File: src/rtl/nrzi_rx_unstuffer.sv
// nrzi_rx_unstuffer: USB receive front end bit decoder.
// NRZI-decodes the sampled dp/dm pair, removes stuffed zeros after STUFF_LEN
// consecutive ones, flags stuffing/framing violations and detects SE0-based EOP.
// Optional feature macro: NRZI_SYNC_DETECT_EN adds a SYNC state that matches
// the 00000001 sync pattern before payload bits are passed, plus a sync_found pulse.
module nrzi_rx_unstuffer #(
    parameter int STUFF_LEN    = 6,
    parameter int EOP_SE0_BITS = 2,
    parameter bit IDLE_DP      = 1'b1
) (
    input  logic clk,
    input  logic rst,
    input  logic en,
    input  logic dp_in,
    input  logic dm_in,
    output logic d_orig,
    output logic d_valid,
    output logic d_edge,
    output logic stuff_drop,
    output logic stuff_err,
    output logic eop,
`ifdef NRZI_SYNC_DETECT_EN
    output logic sync_found,
`endif
    output logic rx_active
);

    localparam int OW = $clog2(STUFF_LEN + 1);
    localparam int SW = $clog2(EOP_SE0_BITS + 1);
    localparam logic [OW-1:0] ONES_MAX = OW'(STUFF_LEN);
    localparam logic [SW-1:0] SE0_MAX  = SW'(EOP_SE0_BITS);
    localparam logic          IDLE_LVL = IDLE_DP;

    localparam logic [1:0] S_IDLE   = 2'd0;
    localparam logic [1:0] S_ACTIVE = 2'd1;
    localparam logic [1:0] S_ERROR  = 2'd2;
`ifdef NRZI_SYNC_DETECT_EN
    localparam logic [1:0] S_SYNC   = 2'd3;
`endif

    function automatic logic [OW-1:0] sat_ones(input logic [OW-1:0] v);
        return (v >= ONES_MAX) ? ONES_MAX : v + OW'(1);
    endfunction

    function automatic logic [SW-1:0] sat_se0(input logic [SW-1:0] v);
        return (v >= SE0_MAX) ? SE0_MAX : v + SW'(1);
    endfunction

    logic [1:0]    state, state_p0;
    logic          prev_dp, prev_dp_p0;
    logic [OW-1:0] ones_cnt, ones_p0;
    logic [SW-1:0] se0_cnt, se0_p0;
    logic          d_orig_p0, vld_p0, edge_p0, drop_p0, err_p0, eop_p0, act_p0;
    logic          line_se0, line_edge, line_bit;
`ifdef NRZI_SYNC_DETECT_EN
    logic [2:0]    sync_cnt, sync_cnt_p0;
    logic          sync_p0;
`endif

    // Both-low and both-high line states carry no data and are handled as SE0.
    assign line_se0  = (dp_in == dm_in);
    assign line_edge = dp_in ^ prev_dp;
    assign line_bit  = ~line_edge;

    // Decode decision for the current sample; EOP/framing check wins over data decode.
    always_comb begin
        state_p0   = state;
        prev_dp_p0 = prev_dp;
        ones_p0    = ones_cnt;
        se0_p0     = se0_cnt;
        d_orig_p0  = d_orig;
        vld_p0     = 1'b0;
        edge_p0    = 1'b0;
        drop_p0    = 1'b0;
        err_p0     = 1'b0;
        eop_p0     = 1'b0;
`ifdef NRZI_SYNC_DETECT_EN
        sync_cnt_p0 = sync_cnt;
        sync_p0     = 1'b0;
`endif
        if (en) begin
            if (line_se0) begin
                ones_p0 = '0;
                if (state == S_ACTIVE || state == S_ERROR) begin
                    se0_p0 = sat_se0(se0_cnt);
                end
`ifdef NRZI_SYNC_DETECT_EN
                if (state == S_SYNC) begin
                    state_p0 = S_IDLE;
                end
`endif
            end else begin
                edge_p0    = line_edge;
                prev_dp_p0 = dp_in;
                case (state)
                    S_IDLE: begin
                        ones_p0 = '0;
                        if (line_edge) begin
`ifdef NRZI_SYNC_DETECT_EN
                            // The first K is the first sync zero.
                            state_p0    = S_SYNC;
                            sync_cnt_p0 = 3'd1;
`else
                            state_p0  = S_ACTIVE;
                            d_orig_p0 = 1'b0;
                            vld_p0    = 1'b1;
`endif
                        end
                    end
                    S_ACTIVE, S_ERROR: begin
                        if (se0_cnt != '0) begin
                            // First non-SE0 sample after SE0: never data.
                            se0_p0  = '0;
                            ones_p0 = '0;
                            if (se0_cnt >= SE0_MAX && dp_in == IDLE_LVL) begin
                                eop_p0     = 1'b1;
                                state_p0   = S_IDLE;
                                prev_dp_p0 = IDLE_LVL;
                            end else begin
                                err_p0   = 1'b1;
                                state_p0 = S_ERROR;
                            end
                        end else if (state == S_ACTIVE) begin
                            if (ones_cnt == ONES_MAX) begin
                                ones_p0 = '0;
                                if (line_bit) begin
                                    err_p0   = 1'b1;
                                    state_p0 = S_ERROR;
                                end else begin
                                    drop_p0 = 1'b1;
                                end
                            end else begin
                                d_orig_p0 = line_bit;
                                vld_p0    = 1'b1;
                                ones_p0   = line_bit ? sat_ones(ones_cnt) : '0;
                            end
                        end else begin
                            ones_p0 = '0;
                        end
                    end
`ifdef NRZI_SYNC_DETECT_EN
                    S_SYNC: begin
                        if (line_bit == (sync_cnt == 3'd7)) begin
                            if (sync_cnt == 3'd7) begin
                                sync_p0  = 1'b1;
                                state_p0 = S_ACTIVE;
                                ones_p0  = OW'(1);
                            end else begin
                                sync_cnt_p0 = sync_cnt + 3'd1;
                                ones_p0     = '0;
                            end
                        end else begin
                            state_p0 = S_IDLE;
                            ones_p0  = '0;
                        end
                    end
`endif
                    default: begin
                        state_p0 = S_IDLE;
                        ones_p0  = '0;
                        se0_p0   = '0;
                    end
                endcase
            end
        end
        act_p0 = (state_p0 == S_ACTIVE) || (state_p0 == S_ERROR);
    end

    // State, counters and registered outputs.
    always_ff @(posedge clk or posedge rst) begin
        if (rst) begin
            state      <= S_IDLE;
            prev_dp    <= IDLE_LVL;
            ones_cnt   <= '0;
            se0_cnt    <= '0;
            d_orig     <= 1'b0;
            d_valid    <= 1'b0;
            d_edge     <= 1'b0;
            stuff_drop <= 1'b0;
            stuff_err  <= 1'b0;
            eop        <= 1'b0;
            rx_active  <= 1'b0;
`ifdef NRZI_SYNC_DETECT_EN
            sync_cnt   <= 3'd0;
            sync_found <= 1'b0;
`endif
        end else begin
            state      <= state_p0;
            prev_dp    <= prev_dp_p0;
            ones_cnt   <= ones_p0;
            se0_cnt    <= se0_p0;
            d_orig     <= d_orig_p0;
            d_valid    <= vld_p0;
            d_edge     <= edge_p0;
            stuff_drop <= drop_p0;
            stuff_err  <= err_p0;
            eop        <= eop_p0;
            rx_active  <= act_p0;
`ifdef NRZI_SYNC_DETECT_EN
            sync_cnt   <= sync_cnt_p0;
            sync_found <= sync_p0;
`endif
        end
    end

endmodule

File: config.mk
export PLATFORM = sky130hd
export DESIGN_NAME = nrzi_rx_unstuffer
export DESIGN_NICKNAME = d
export VERILOG_FILES = /design/src/rtl/nrzi_rx_unstuffer.sv
export SDC_FILE = /design/constraint.sdc
export NUM_CORES = 1
export LEC_CHECK = 0
export BUFFER_PORTS_ARGS = -buffer_cell sky130_fd_sc_hd__buf_2
export CAP_MARGIN = 20
export CELL_PAD_IN_SITES_DETAIL_PLACEMENT = 0
export CELL_PAD_IN_SITES_GLOBAL_PLACEMENT = 2
export CORE_MARGIN = 2
export CORE_UTILIZATION = 31
export DETAILED_ROUTE_END_ITERATION = 7
export HOLD_SLACK_MARGIN = 0.08
export PLACE_DENSITY_LB_ADDON = 0.1
export SYNTH_ARGS = -nofsm -noshare
export SYNTH_HDL_FRONTEND = slang
export SYNTH_SLANG_ARGS = --single-unit
File: constraint.sdc
create_clock -name clk -period 2 [get_ports clk]
set_clock_uncertainty 0.1 [all_clocks]
set_input_delay 0.2 -clock clk [delete_from_list [all_inputs] [get_ports clk]]
set_output_delay 0.2 -clock clk [all_outputs]
set_load 0.005 [all_outputs]
; ---- After elaboration in Yosys (flattened, before gate mapping)
; Index checks and enable logic that the tools add are counted.
[op_classes]
n_addsub = 2
mul = 0
div = 0
order_cmp = 2
n_eq_ne = 13
shift = 0
muxes = 57
n_bitwise = 3
n_reduce_logical = 10
[ops]
columns = op, count
row1 = $mux W1, 34
row2 = $mux W2, 12
row3 = $mux W3, 7
row4 = $ne A2 B2 Y1 const B, 5
row5 = $pmux W2 S2, 2
row6 = $reduce_and A7 Y1, 1
row7 = $eq A2 B1 Y1 const B, 2
row8 = $eq A2 B2 Y1 const B, 2
row9 = $pmux W1 S2, 2
row10 = $reduce_and A4 Y1, 1
row11 = $reduce_bool A2 Y1, 2
row12 = $add A3 B1 Y3 const B, 1
row13 = $eq A3 B3 Y1 const B, 1
row14 = $ge A3 B3 Y1 const B, 1
row15 = $ne A3 B3 Y1 const B, 1
row16 = $add A2 B1 Y2 const B, 1
row17 = $ge A2 B2 Y1 const B, 1
row18 = $logic_not A2 Y1, 1
row19 = $logic_or A1 B1 Y1, 2
row20 = $ne A2 B1 Y1 const B, 1
row21 = $not A1 Y1, 2
row22 = $reduce_and A2 Y1, 1
row23 = $reduce_or A2 Y1, 1
row24 = $eq A1 B1 Y1, 1
row25 = 2 further kinds, 2
[totals]
ff_bits = 15
latchBits = 0
mem_bits_rw = 0
romBits = 0
inputBits = 5
out_inout_bits = 7
wordCells = 98
n_memories = 0

; ---- Longest topological paths before layout
; Gate-level depths: netlist of run 1.
[logic_depth]
ltp_word = 10
mapped_depth = 8
ltp_nobuf = 7

; ---- Worst setup path before layout of run 1
; OpenSTA, ideal clock, no wires.
[synth_timing]
path_type = reg2reg
from = reg state[0]
to = reg ones_cnt[2]
setup_ns = 0.077
t_arrival_ns = 1.793
required_ns = 1.823
slack_ns = 0.029
path_stages_with_launch = 9
path_buffers = 1
synth_period_minus_slack_ns = 1.971
path_cell_list = dfrtp_1 > inv_1 > ha_1 > buf_2 > nor3b_1 > nand3_1 > nor3_1 > o31ai_1 > a21oi_1
[synth_between]
elab_chain_cells = 5
word_cells_on_any_way = 7
classes_between = eq/ne (2) / mux (4) / reduce/logical (1)
[synth_rtl]
columns = element, line
row1 = "start, declared", 49  ; logic [1:0] state, state_p0;
row2 = "start signal, assigned", 188  ; state <= state_p0;
row3 = $eq A2 B1 Y1, "95, 123"
row4 = $mux W3, 123  ; end else if (state == S_ACTIVE) begin
row5 = $mux W3, 111  ; if (se0_cnt != '0) begin
row6 = $mux W3 *, 95  ; case (state)
row7 = $mux W3 *, 82  ; if (line_se0) begin
row8 = "end signal, assigned", 190  ; ones_cnt <= ones_p0;
row9 = "end, declared", 51  ; logic [OW-1:0] ones_cnt, ones_p0;
; Mark *: on every way between the ends. The rest lies on a longest branch, timed or not.
; A chain may end at the register's enable or synchronous reset.

; ---- Worst setup path in the final report of run 1
[layout_timing]
from = reg state[1]
to = reg rx_active
[layout_between]
word_cells_on_any_way = 15
classes_between = eq/ne (4) / mux (8) / reduce/logical (3)
[layout_rtl]
columns = element, line
row1 = $eq A2 B1 Y1, "95, 123"
row2 = $mux W2, 123
row3 = $mux W2, 111
row4 = $pmux W2 S2 *, 95
row5 = $mux W2 *, 82
row6 = $mux W2 *, 81  ; if (en) begin
row7 = named net state_p0[0], 49
row8 = $eq A2 B1 Y1 or $eq A2 B2 Y1 (tied branches), 166  ; act_p0 = (state_p0 == S_ACTIVE) || (state_p0 == S_ERROR);
row9 = $logic_or A1 B1 Y1 *, 166
row10 = named net act_p0, 53  ; logic d_orig_p0, vld_p0, edge_p0, drop_p0, err_p0, eop_p0, act_p0;
row11 = "end signal, assigned", 198  ; rx_active <= act_p0;
row12 = "end, declared", 25  ; output logic rx_active
; Mark *: on every way through the listed nets, which the timed path passes. The rest lies on a longest branch.

==> impl_results.md, run 1 <==
* Cell area after layout at between 1000 and 1500 µm²
* Most common cell after layout, fill and taps aside: dfrtp_1
* Deepest clock path buffer count at 2
* Row Count at 19
* Antenna violations before repair at 0
* F_max at between 0.5 and 0.6 GHz
* Final Hold Vio Count at 0
* Total of max-cap violations at 0
* CP arrival at roughly 2 ns
* Comb pwr share at between 40% and 50%
* Slew at the pin with the worst max-slew slack at 0.610 ns
* Area grow syn2layout at 19.6%
* Syn avg cell area at 9.73 µm²
* Largest Register: ones_cnt
* Placed wire-length estimate at between 1000 and 1500 µm
* Vias in the first global route at approximately 720
* Switching share of power at 39.7%
* P_sw at around 0.00043 W
* Total GRT Usage at 14.3%
* Largest net degree at the start of global routing at 16
* RSZ-0062 raised after global routing: yes
* Detail Route Antenna Nets at 0
* Worst hold stages at 3
* Internal at 0.000660 W
* Layout cells sized above 1 at approximately 24%
* Reg-to-reg slack, setup at around 0.11 ns
* Biggest regs: ones_cnt (3), se0_cnt (2), state (2)
* Worst vdd ir at around 0.53 mV
* Routed length per instance at approximately 14 µm
* Clk sinks at 15
* WL final at around 2000 µm
* Syn Inst Count at 91
* RePlAce Congestion at roughly 0.73
* Initial Utilization at approximately 32%
* Critical Setup Path Class: reg -> reg
* R2R depth at 7
* Clock network power share at between 10% and 20%
* PortBufs at 11
* Startpoint types: flop
* Clk_lat worst skew at between 0.2 and 0.3 ns
* Distinct cells, synth at 32
* Vias per inst at between 5 and 6
* R2r endpoint: rx_active
* Io pins at 12
* Hold EP: eop
* Core ar. at 2730 µm²
* Clk pin slew, worst setup/hold paths at around 0.1 ns
* Sequential share of the synthesized area at between 40% and 50%
* Max reg flops at 3
* Detailed-route via count at about 740
* Status: complete, no violations
* Die Span X at approximately 57 µm
* PD cells at approximately 1000 nW/µm²
* HP Start: dp_in
* Commonest cells after routing, fill and taps aside: dfrtp_1, buf_2, inv_1, a21oi_1
* Final setup viols at 0
* Post-Syn Nets at 102
* Drt pass-1 iters at 4
* Tmin final at around 1.9 ns
* CP endpoint kind: flop
* Synthesis warning total at 0
* Residual DRC at 0
* H-Tree Depth at 1
* Nets at roughly 120
* Cell Area, Placed at ~990 µm²
* Final period util at a little over nine tenths
* CP Max Fanout at 4
* Worst hold path type: in -> reg
* DRT iter0 DRCs at 8
* First-pass GRT wire length at between 3000 and 4000 µm
* Slew Limit Fails at 0
* Remaining Overflow, GRT at 0
* Reg-to-reg startpoint: state[1]
* Worst rel slew slack at about 59%
* Antenna Cells at 0
* Setup tns final at 0 ns
* Required @ worst endpoint at a little over 2 ns
* FF+latch count, synth at 15
* Cell area after synthesis at slightly below 900 µm²
* Chip height at between 50 and 60 µm
* CTS buffer count at 3
* Seq pwr share at around two fifths
* CTS tree: yes
* CTS root buffer: clkbuf_4
* Leak at between 0.5 and 0.6 nW
* Die area at roughly 3300 µm²
final cells by class:
type,instances,area [µm²]
fillers,282,1670
multi-input cells,65,468
flip-flops and latches,15,377
repair buffers,19,120
well taps,31,38.8
inverters,8,30.0
clock buffers,4,26.3
what timing repair did:
action                                 CTS  global route
endpoints found under the hold margin   15             0
hold buffers                             2             0
setup endpoints to repair                0             3
resized for setup                        0             2
setup buffers                            0             1
stage by stage:
stage	total power (W)	util [%]	worst slack, ns	hold slack (ns)	cells
finish	0.00109	38.8	0.105	0.137	142
global route	0.00118	38.8	-0.00761	0.159	142
CTS	0.00109	38.1	0.0441	0.142	141
detailed placement	0.000902	36.4	0.0636	0.210	135
global placement	0.000911	36.4	0.0793	0.196	135
floorplan	0.000741	-	0.0293	0.000764	91
power by group through the flow:
stage | logic [W] | clock network [W] | registers (W)
2_1_floorplan | 0.000314 | 0 | 0.000427
3_3_place_gp | 0.000476 | 0 | 0.000435
3_5_place_dp | 0.000466 | 0 | 0.000436
4_1_cts | 0.000473 | 0.000187 | 0.000430
5_1_grt | 0.000543 | 0.000205 | 0.000437
6_report | 0.000482 | 0.000184 | 0.000429
worst max-delay path, cell delays in order (launching register included):
cell	delay, ns
dfrtp_1	0.38
inv_1	0.10
ha_1	0.23
nand3_1	0.15
or2_1	0.28
a21oi_1	0.27
o41ai_4	0.10
xor2_1	0.17
logic make-up (layout without fill, tap and decap cells):
| group | count (synthesis) | count (layout) | share of synthesized area, % |
|---|---|---|---|
| simple gates | 28 | 28 | 16.7 |
| xor+xnor | 5 | 5 | 5.79 |
| fa+ha+maj | 6 | 6 | 8.47 |
| buf+inv | 11 | 31 | 5.93 |
| flops | 15 | 15 | 42.5 |
| compound gates | 26 | 26 | 20.6 |
per-layer routing:
metal | vias up | GRT usage (%) | routed length, µm
met3 | 5 | 2.27 | 51
met1 | 352 | 19.6 | 992
met2 | 14 | 21.3 | 928
met5 | - | 0 | 0
li1 | 364 | - | -
met4 | 0 | 7.97 | 48
synthesized netlist by cell type:
master	n	area [µm²]
dfrtp_1	14	350
a21oi_1	8	40.0
inv_1	8	30.0
nand2_1	7	26.3
o21ai_0	7	35.0
ha_1	6	75.1
nand3_1	5	25.0
nor2_1	4	15.0
nand4_1	3	18.8
nor3_1	3	15.0
a31oi_1	2	12.5
nor3b_1	2	15.0
xnor2_1	2	17.5
xor2_1	2	17.5
a211oi_1	1	7.51
a21bo_2	1	10.0
a22o_1	1	8.76
a22o_2	1	10.0
buf_2	1	5.00
clkbuf_1	1	3.75
clkbuf_8	1	13.8
dfstp_2	1	26.3
nand2_4	1	11.3
nand2b_1	1	6.26
nor4b_1	1	8.76
o22ai_1	1	6.26
o311ai_0	1	8.76
o31ai_1	1	7.51
o32ai_1	1	8.76
o41ai_4	1	27.5
or2_1	1	6.26
xor2_2	1	16.3
worst max-delay path by stage:
stage | from | to | slack [ns] | depth (start not counted)
after detailed placement | state[0] | ones_cnt[2] | 0.06 | 8
after global routing | ones_cnt[0] | rx_active | -0.008 | 7
final | state[1] | rx_active | 0.11 | 7
after global placement | state[1] | rx_active | 0.08 | 7
after floorplan | state[0] | ones_cnt[2] | 0.03 | 8
after CTS | state[0] | ones_cnt[2] | 0.04 | 8
(Power assumes the default switching activity.)
==> inputs of run 2 (changes only) <==
PLACE_DENSITY = 0.75   (was not set)
PLACE_DENSITY_LB_ADDON = not set   (was 0.1)
==> run 2 against run 1 <==
Effect of this change: worst setup slack improved by 0.013 ns; register-to-register slack about the same; global-route usage decreased by 1.4 points; critical path depth unchanged; via count decreased by 1.2%; maximum frequency increased by 0.70%; highest routed layer unchanged; power decreased by 0.83%; combinational power decreased by 3%; die area unchanged; clock power decreased by 7%; wire length decreased by 7.5%; sequential share of layout area increased by 0.37 points.
==> impl_results.md, run 2 (synthesized netlist as in run 1, its figures left out) <==
* Total GRT Usage at 12.9% (-1.4 points)
* Vias in the first global route at 671 (-6.9%)
* P_sw at 0.000431 W (-0.79%)
* Required @ worst endpoint at 2.07 ns (about the same)
* Total of max-cap violations at 0 (unchanged)
* Nets at 120 (-2.4%)
* Largest net degree at the start of global routing at 16 (unchanged)
* Switching share of power at 39.7% (about the same)
* Detailed-route via count at 726 (-1.2%)
* HP Start: dp_in
* Deepest clock path buffer count at 2 (unchanged)
* Internal at 0.000655 W (-0.86%)
* Residual DRC at 0 (unchanged)
* Routed length per instance at 13.4 µm (-5.5%)
* Slew at the pin with the worst max-slew slack at 0.606 ns (-0.00423 ns)
* CP arrival at 1.95 ns (-0.02 ns)
* WL final at 1870 µm (-7.5%)
* F_max at 0.531 GHz (+0.70%)
* Cell area after layout at 1050 µm² (-0.71%)
* Biggest regs: ones_cnt (3), se0_cnt (2), state (2)
* Area grow syn2layout at 18.8%
* Dpl cells at 133 (-1.5%)
* PD cells at 1030 nW/µm² (-0.12%)
* RePlAce Congestion at 0.757 (+3.1%)
* Detail Route Antenna Nets at 0 (unchanged)
* Die area at 3300 µm² (unchanged)
* Post-CTS setup buffers at 0 (unchanged)
* First-pass GRT wire length at 3160 µm (-11%)
* Antenna Cells at 0 (unchanged)
* Slew Limit Fails at 0 (unchanged)
* Status: complete, no violations
* Fin util at 38.5% (-0.27 points)
* R2r endpoint: rx_active
* Drt pass-1 iters at 5 (+1)
* Row Count at 19 (unchanged)
* R2R depth at 7 (unchanged)
* Final period util at 94.1% (-0.66 points)
* Worst hold stages at 3 (unchanged)
* Clk_lat worst skew at 0.28 ns (about the same)
* H-Tree Depth at 1 (unchanged)
* Clock network power share at 15.8% (-1.0 points)
* Layout cells sized above 1 at 26.9% (+2.5 points)
* Startpoint types: flop
* Chip height at 57.5 µm (unchanged)
* Commonest cells after routing, fill and taps aside: dfrtp_1, buf_2, inv_1, a21oi_1, nand2_1
* Io pins at 12 (unchanged)
* Worst vdd ir at 0.576 mV (+9.2%)
* Placed wire-length estimate at 1380 µm (-6.1%)
* CTS buffer count at 3 (unchanged)
* Max stage delay on crit path at 0.42 ns (+0.04 ns)
* Remaining Overflow, GRT at 0 (unchanged)
* Die Span X at 57.5 µm (unchanged)
* Clk pin slew, worst setup/hold paths at 0.09 ns (about the same)
* Largest Register: ones_cnt
* Finished Layout Cells at 139 (-2.1%)
* CTS root buffer: clkbuf_4
* Vias per inst at 5.22 (+0.91%)
* Reg-to-reg startpoint: state[1]
* DRT iter0 DRCs at 8 (unchanged)
* CP Max Fanout at 4 (unchanged)
* Cell Chain, Critical Path: inv_1 > ha_1 > nand3_1 > or2_1 > a21oi_2 > o41ai_4 > xor2_1
* CTS tree: yes
* Slowest cell on crit path: dfrtp_1
* Seq pwr share at 41.2% (+2.1 points)
* CP endpoint kind: flop
* Comb pwr share at 43.0% (-1.0 points)
* Hold EP: eop
* Worst hold path type: in -> reg
* Clk sinks at 15 (unchanged)
* Critical Setup Path Class: reg -> reg
* Reg-to-reg slack, setup at 0.12 ns (about the same)
* RSZ-0062 raised after global routing: yes
* PortBufs at 11 (unchanged)
* Final setup viols at 0 (unchanged)
* Antenna violations before repair at 0 (unchanged)
* Leak at 0.490 nW (-3.1%)
* Core ar. at 2730 µm² (unchanged)
* Final Hold Vio Count at 0 (unchanged)
* Worst rel slew slack at 59.5% (+0.28 points)
* Tmin final at 1.88 ns (-0.0131 ns)
* Final hold slack at 0.155 ns (+0.0177 ns)
* Max reg flops at 3 (unchanged)
* Most common cell after layout, fill and taps aside: dfrtp_1
* Cell Area, Placed at 980 µm² (-1.5%)
* Initial Utilization at 32.4% (unchanged)
-- run 2: what timing repair did --
action / CTS / global route
cloned: 0 / 0
resized for setup: 1 / 7
hold buffers: 2 / 0
endpoints found under the hold margin: 15 / 0
pin swaps: 0 / 2
endpoints found under the setup margin: 3 / 3
-- run 2: power groups by stage --
stage                     Combinational, W  Sequential (W)  Clock [W]
final                             0.000467        0.000447   0.000172
after global routing              0.000530        0.000456   0.000199
after CTS                         0.000448        0.000437   0.000178
after detailed placement          0.000440        0.000440          0
after global placement            0.000443        0.000439          0
after floorplan                   0.000314        0.000427          0
-- run 2: cell type report --
| class | instances | area [µm²] |
|---|---|---|
| well taps | 31 | 38.8 |
| clock buffers | 4 | 26.3 |
| fillers | 287 | 1680 |
| repair buffers | 16 | 97.6 |
| flip-flops and latches | 15 | 378 |
| multi-input cells | 65 | 482 |
| inverters | 8 | 30.0 |
-- run 2: worst max-delay path by stage --
stage,start,to,slack (ns),depth (start not counted)
floorplan,state[0],ones_cnt[2],0.03,8
global placement,state[0],ones_cnt[2],0.008,7
detailed placement,state[0],ones_cnt[2],-0.13,7
CTS,state[0],ones_cnt[2],0.02,7
global route,state[1],rx_active,-0.02,6
finish,state[1],rx_active,0.12,7
-- run 2: stage by stage --
stage / setup TNS, ns / setup WS (ns) / total power, W
2_1_floorplan: 0 / 0.0293 / 0.000741
3_3_place_gp: 0 / 0.00776 / 0.000881
3_5_place_dp: -0.142 / -0.127 / 0.000880
4_1_cts: 0 / 0.0159 / 0.00106
5_1_grt: -0.0169 / -0.0162 / 0.00119
6_report: 0 / 0.118 / 0.00109
-- run 2: critical path: cells and delay by family (launching register included) --
family | cells | cell delay, ns
xor+xnor | 1 | 0.17
buf+inv | 1 | 0.11
flops | 1 | 0.42
simple gates | 2 | 0.44
compound gates | 2 | 0.28
fa+ha+maj | 1 | 0.24
-- run 2: routing by layer --
layer / GRT usage [%] / up-vias / wire length [µm]
li1: - / 359 / -
met1: 18.2 / 350 / 969
met2: 16.7 / 13 / 809
met3: 3.17 / 4 / 45
met4: 9.30 / 0 / 44
met5: 0 / - / 0
==> inputs of run 3 (changes only) <==
--- a/config.mk
+++ b/config.mk
@@ -11,8 +11,9 @@
 export CELL_PAD_IN_SITES_GLOBAL_PLACEMENT = 2
 export CORE_MARGIN = 2
-export CORE_UTILIZATION = 31
+export CORE_UTILIZATION = 34
 export DETAILED_ROUTE_END_ITERATION = 7
 export HOLD_SLACK_MARGIN = 0.08
-export PLACE_DENSITY = 0.75
+export PLACE_DENSITY = 0.78
+export REMOVE_ABC_BUFFERS = 1
 export SYNTH_ARGS = -nofsm -noshare
 export SYNTH_HDL_FRONTEND = slang
==> constraint.sdc (replaced) <==
create_clock -name clk -period 2.16 [get_ports clk]
set_clock_uncertainty 0.1 [all_clocks]
set_input_delay 0 -clock clk [delete_from_list [all_inputs] [get_ports clk]]
set_output_delay 0 -clock clk [all_outputs]
set_load 0.005 [all_outputs]
==> run 3 against run 2 <==
Effect of this change: first-iteration DRC count up 38%; wire length shrank 3.1%; clock-buffer cell count stayed put; via count rose by 2.1%; cell area rose by 0.95%.
==> impl_results.md, run 3 (synthesized netlist as in run 1, its figures left out) <==
* CP Max Fanout at 5 (+1)
* Deepest clock path buffer count at 2 (unchanged)
* Initial Utilization at 35.8% (+3.4 points)
* Io pins at 12 (unchanged)
* Startpoint types: flop
* Chip height at 55.0 µm (-4.2%)
* CTS buffer count at 3 (unchanged)
* Setup tns final at 0 ns (unchanged)
* Cell Area, Placed at 971 µm² (-0.89%)
* Cell Chain, Critical Path: inv_1 > ha_1 > nor3b_2 > nand3_1 > nor3_1 > o31ai_1 > a21oi_1
* Reg-to-reg slack, setup at 0.24 ns (+0.12 ns)
* Drt pass-1 iters at 4 (-1)
* Total of max-cap violations at 0 (unchanged)
* Final Hold Vio Count at 0 (unchanged)
* Worst hold path type: in -> async
* R2R depth at 7 (unchanged)
* Residual DRC at 0 (unchanged)
* CTS tree: yes
* Clk sinks at 15 (unchanged)
* Row Count at 18 (-1)
* PD cells at 920 nW/µm² (-11%)
* Fin util at 42.9% (+4.4 points)
* Status: complete, no violations
* Detailed-route via count at 741 (+2.1%)
* Placed wire-length estimate at 1350 µm (-1.8%)
* DRT iter0 DRCs at 11 (+3)
* Max reg flops at 3 (unchanged)
* Post-CTS setup buffers at 0 (unchanged)
* Remaining Overflow, GRT at 0 (unchanged)
* Dpl cells at 131 (-1.5%)
* Tmin final at 1.92 ns (+0.0408 ns)
* Met2 GRT Util at 24.2% (+7.5 points)
* Required @ worst endpoint at 2.26 ns (+0.19 ns)
* Detail Route Antenna Nets at 0 (unchanged)
* Max stage delay on crit path at 0.42 ns (about the same)
* Grt met3 use at 3.23% (+0.051 points)
* Vias in the first global route at 730 (+8.8%)
* Slew Limit Fails at 0 (unchanged)
* R2r endpoint: ones_cnt[2]
* Most Used Layer, Global Route: met2
* Final setup viols at 0 (unchanged)
* First-pass GRT wire length at 3170 µm (+0.22%)
* RePlAce Congestion at 0.805 (+6.2%)
* Antenna Cells at 0 (unchanged)
* Largest Register: ones_cnt
* Die area at 3030 µm² (-8.2%)
* Total GRT Usage at 15.1% (+2.2 points)
* Leak at 0.499 nW (+1.8%)
* Vias per inst at 5.26 (+0.62%)
* Area grow syn2layout at 19.9%
* Nets at 123 (+2.5%)
* Core ar. at 2480 µm² (-9.4%)
* Layout cells sized above 1 at 20.7% (-6.1 points)
* F_max at 0.520 GHz (-2.1%)
* Die Span X at 55.0 µm (-4.2%)
* Slowest cell on crit path: dfrtp_1
* Clk pin slew, worst setup/hold paths at 0.08 ns (about the same)
* RSZ-0062 raised after global routing: no
* Slew at the pin with the worst max-slew slack at 0.568 ns (-0.0379 ns)
* WL final at 1810 µm (-3.1%)
* Worst vdd ir at 0.382 mV (-34%)
* Commonest cells after routing, fill and taps aside: dfrtp_1, buf_2, inv_1, a21oi_1
* Critical Setup Path Class: reg -> reg
* Finished Layout Cells at 141 (+1.4%)
* Cell area after layout at 1060 µm² (+0.95%)
* Buf+Inv Stages, Crit Path at 1 (unchanged)
* CP endpoint kind: flop
* GR met1 Demand/Resource at 18.5% (+0.28 points)
* Most common cell after layout, fill and taps aside: dfrtp_1
* Clk_lat worst skew at 0.28 ns (about the same)
* Antenna violations before repair at 0 (unchanged)
* Largest net degree at the start of global routing at 16 (unchanged)
* Reg-to-reg startpoint: state[0]
* Biggest regs: ones_cnt (3), se0_cnt (2), state (2)
* Routed length per instance at 12.8 µm (-4.5%)
* Crit path max-delay family: simple AND/OR/NAND/NOR gates
* Worst path depth at 7 (unchanged)
* Worst rel slew slack at 62.1% (+2.5 points)
* PortBufs at 11 (unchanged)
* CTS root buffer: clkbuf_4
* Final period util at 89.0% (-5.1 points)
* CP arrival at 2.03 ns (+0.08 ns)
* H-Tree Depth at 1 (unchanged)
==> run 3: cell count changes in the layout (fill, tap and decap cells not counted), sizes merged <==
cell         before  now
dlygate4sd3       2    6
buf              14   13
==> run 3: what timing repair did <==
item	in CTS	in global routing
setup endpoints to repair	0	2
hold endpoints to repair	26	0
hold buffers	6	0
gates resized for setup	0	1
==> run 3: per-layer routing <==
| layer | routed length (µm) | part of all wire [%] | up-vias |
|---|---|---|---|
| met5 | 0 | 0 | - |
| met4 | 35 | 1.9 | 0 |
| met3 | 51 | 2.8 | 4 |
| met2 | 882 | 49 | 11 |
| met1 | 842 | 46 | 362 |
| li1 | - | - | 364 |
==> run 3: worst max path at each step <==
stage	start	to	slack (ns)
after floorplan	state[0]	ones_cnt[2]	0.21
after global placement	state[0]	ones_cnt[2]	0.16
after detailed placement	state[0]	ones_cnt[2]	0.10
after CTS	state[0]	ones_cnt[2]	0.07
after global routing	state[0]	ones_cnt[2]	0.05
final	state[0]	ones_cnt[2]	0.24
==> run 3: power by group <==
part	switching (W)	total (W)	internal [W]
Clock	0.0000854	0.000157	0.0000716
Sequential	0.0000594	0.000402	0.000342
Combinational	0.000235	0.000418	0.000183
==> run 3: layout make-up <==
class                           count  area [µm²]
Fill cell                         264        1420
Tap cell                           30        37.5
Clock buffer                        4        26.3
Sequential cell                    15         377
Multi-Input combinational cell     65         462
Timing Repair Buffer               19         130
Inverter                            8        30.0
==> run 3: per-stage QoR <==
stage | total power, W | hold slack (ns) | setup slack, ns
final | 0.000977 | 0.210 | 0.237
after global routing | 0.00106 | 0.266 | 0.0523
after CTS | 0.000987 | 0.222 | 0.0731
after detailed placement | 0.000813 | -0.00802 | 0.102
after global placement | 0.000812 | -0.0120 | 0.165
after floorplan | 0.000676 | -0.199 | 0.207
==> run 3: worst min-delay path, delay by kind of cell <==
kind / cells / cell delay [ns]
buf+inv: 3 / 1.06
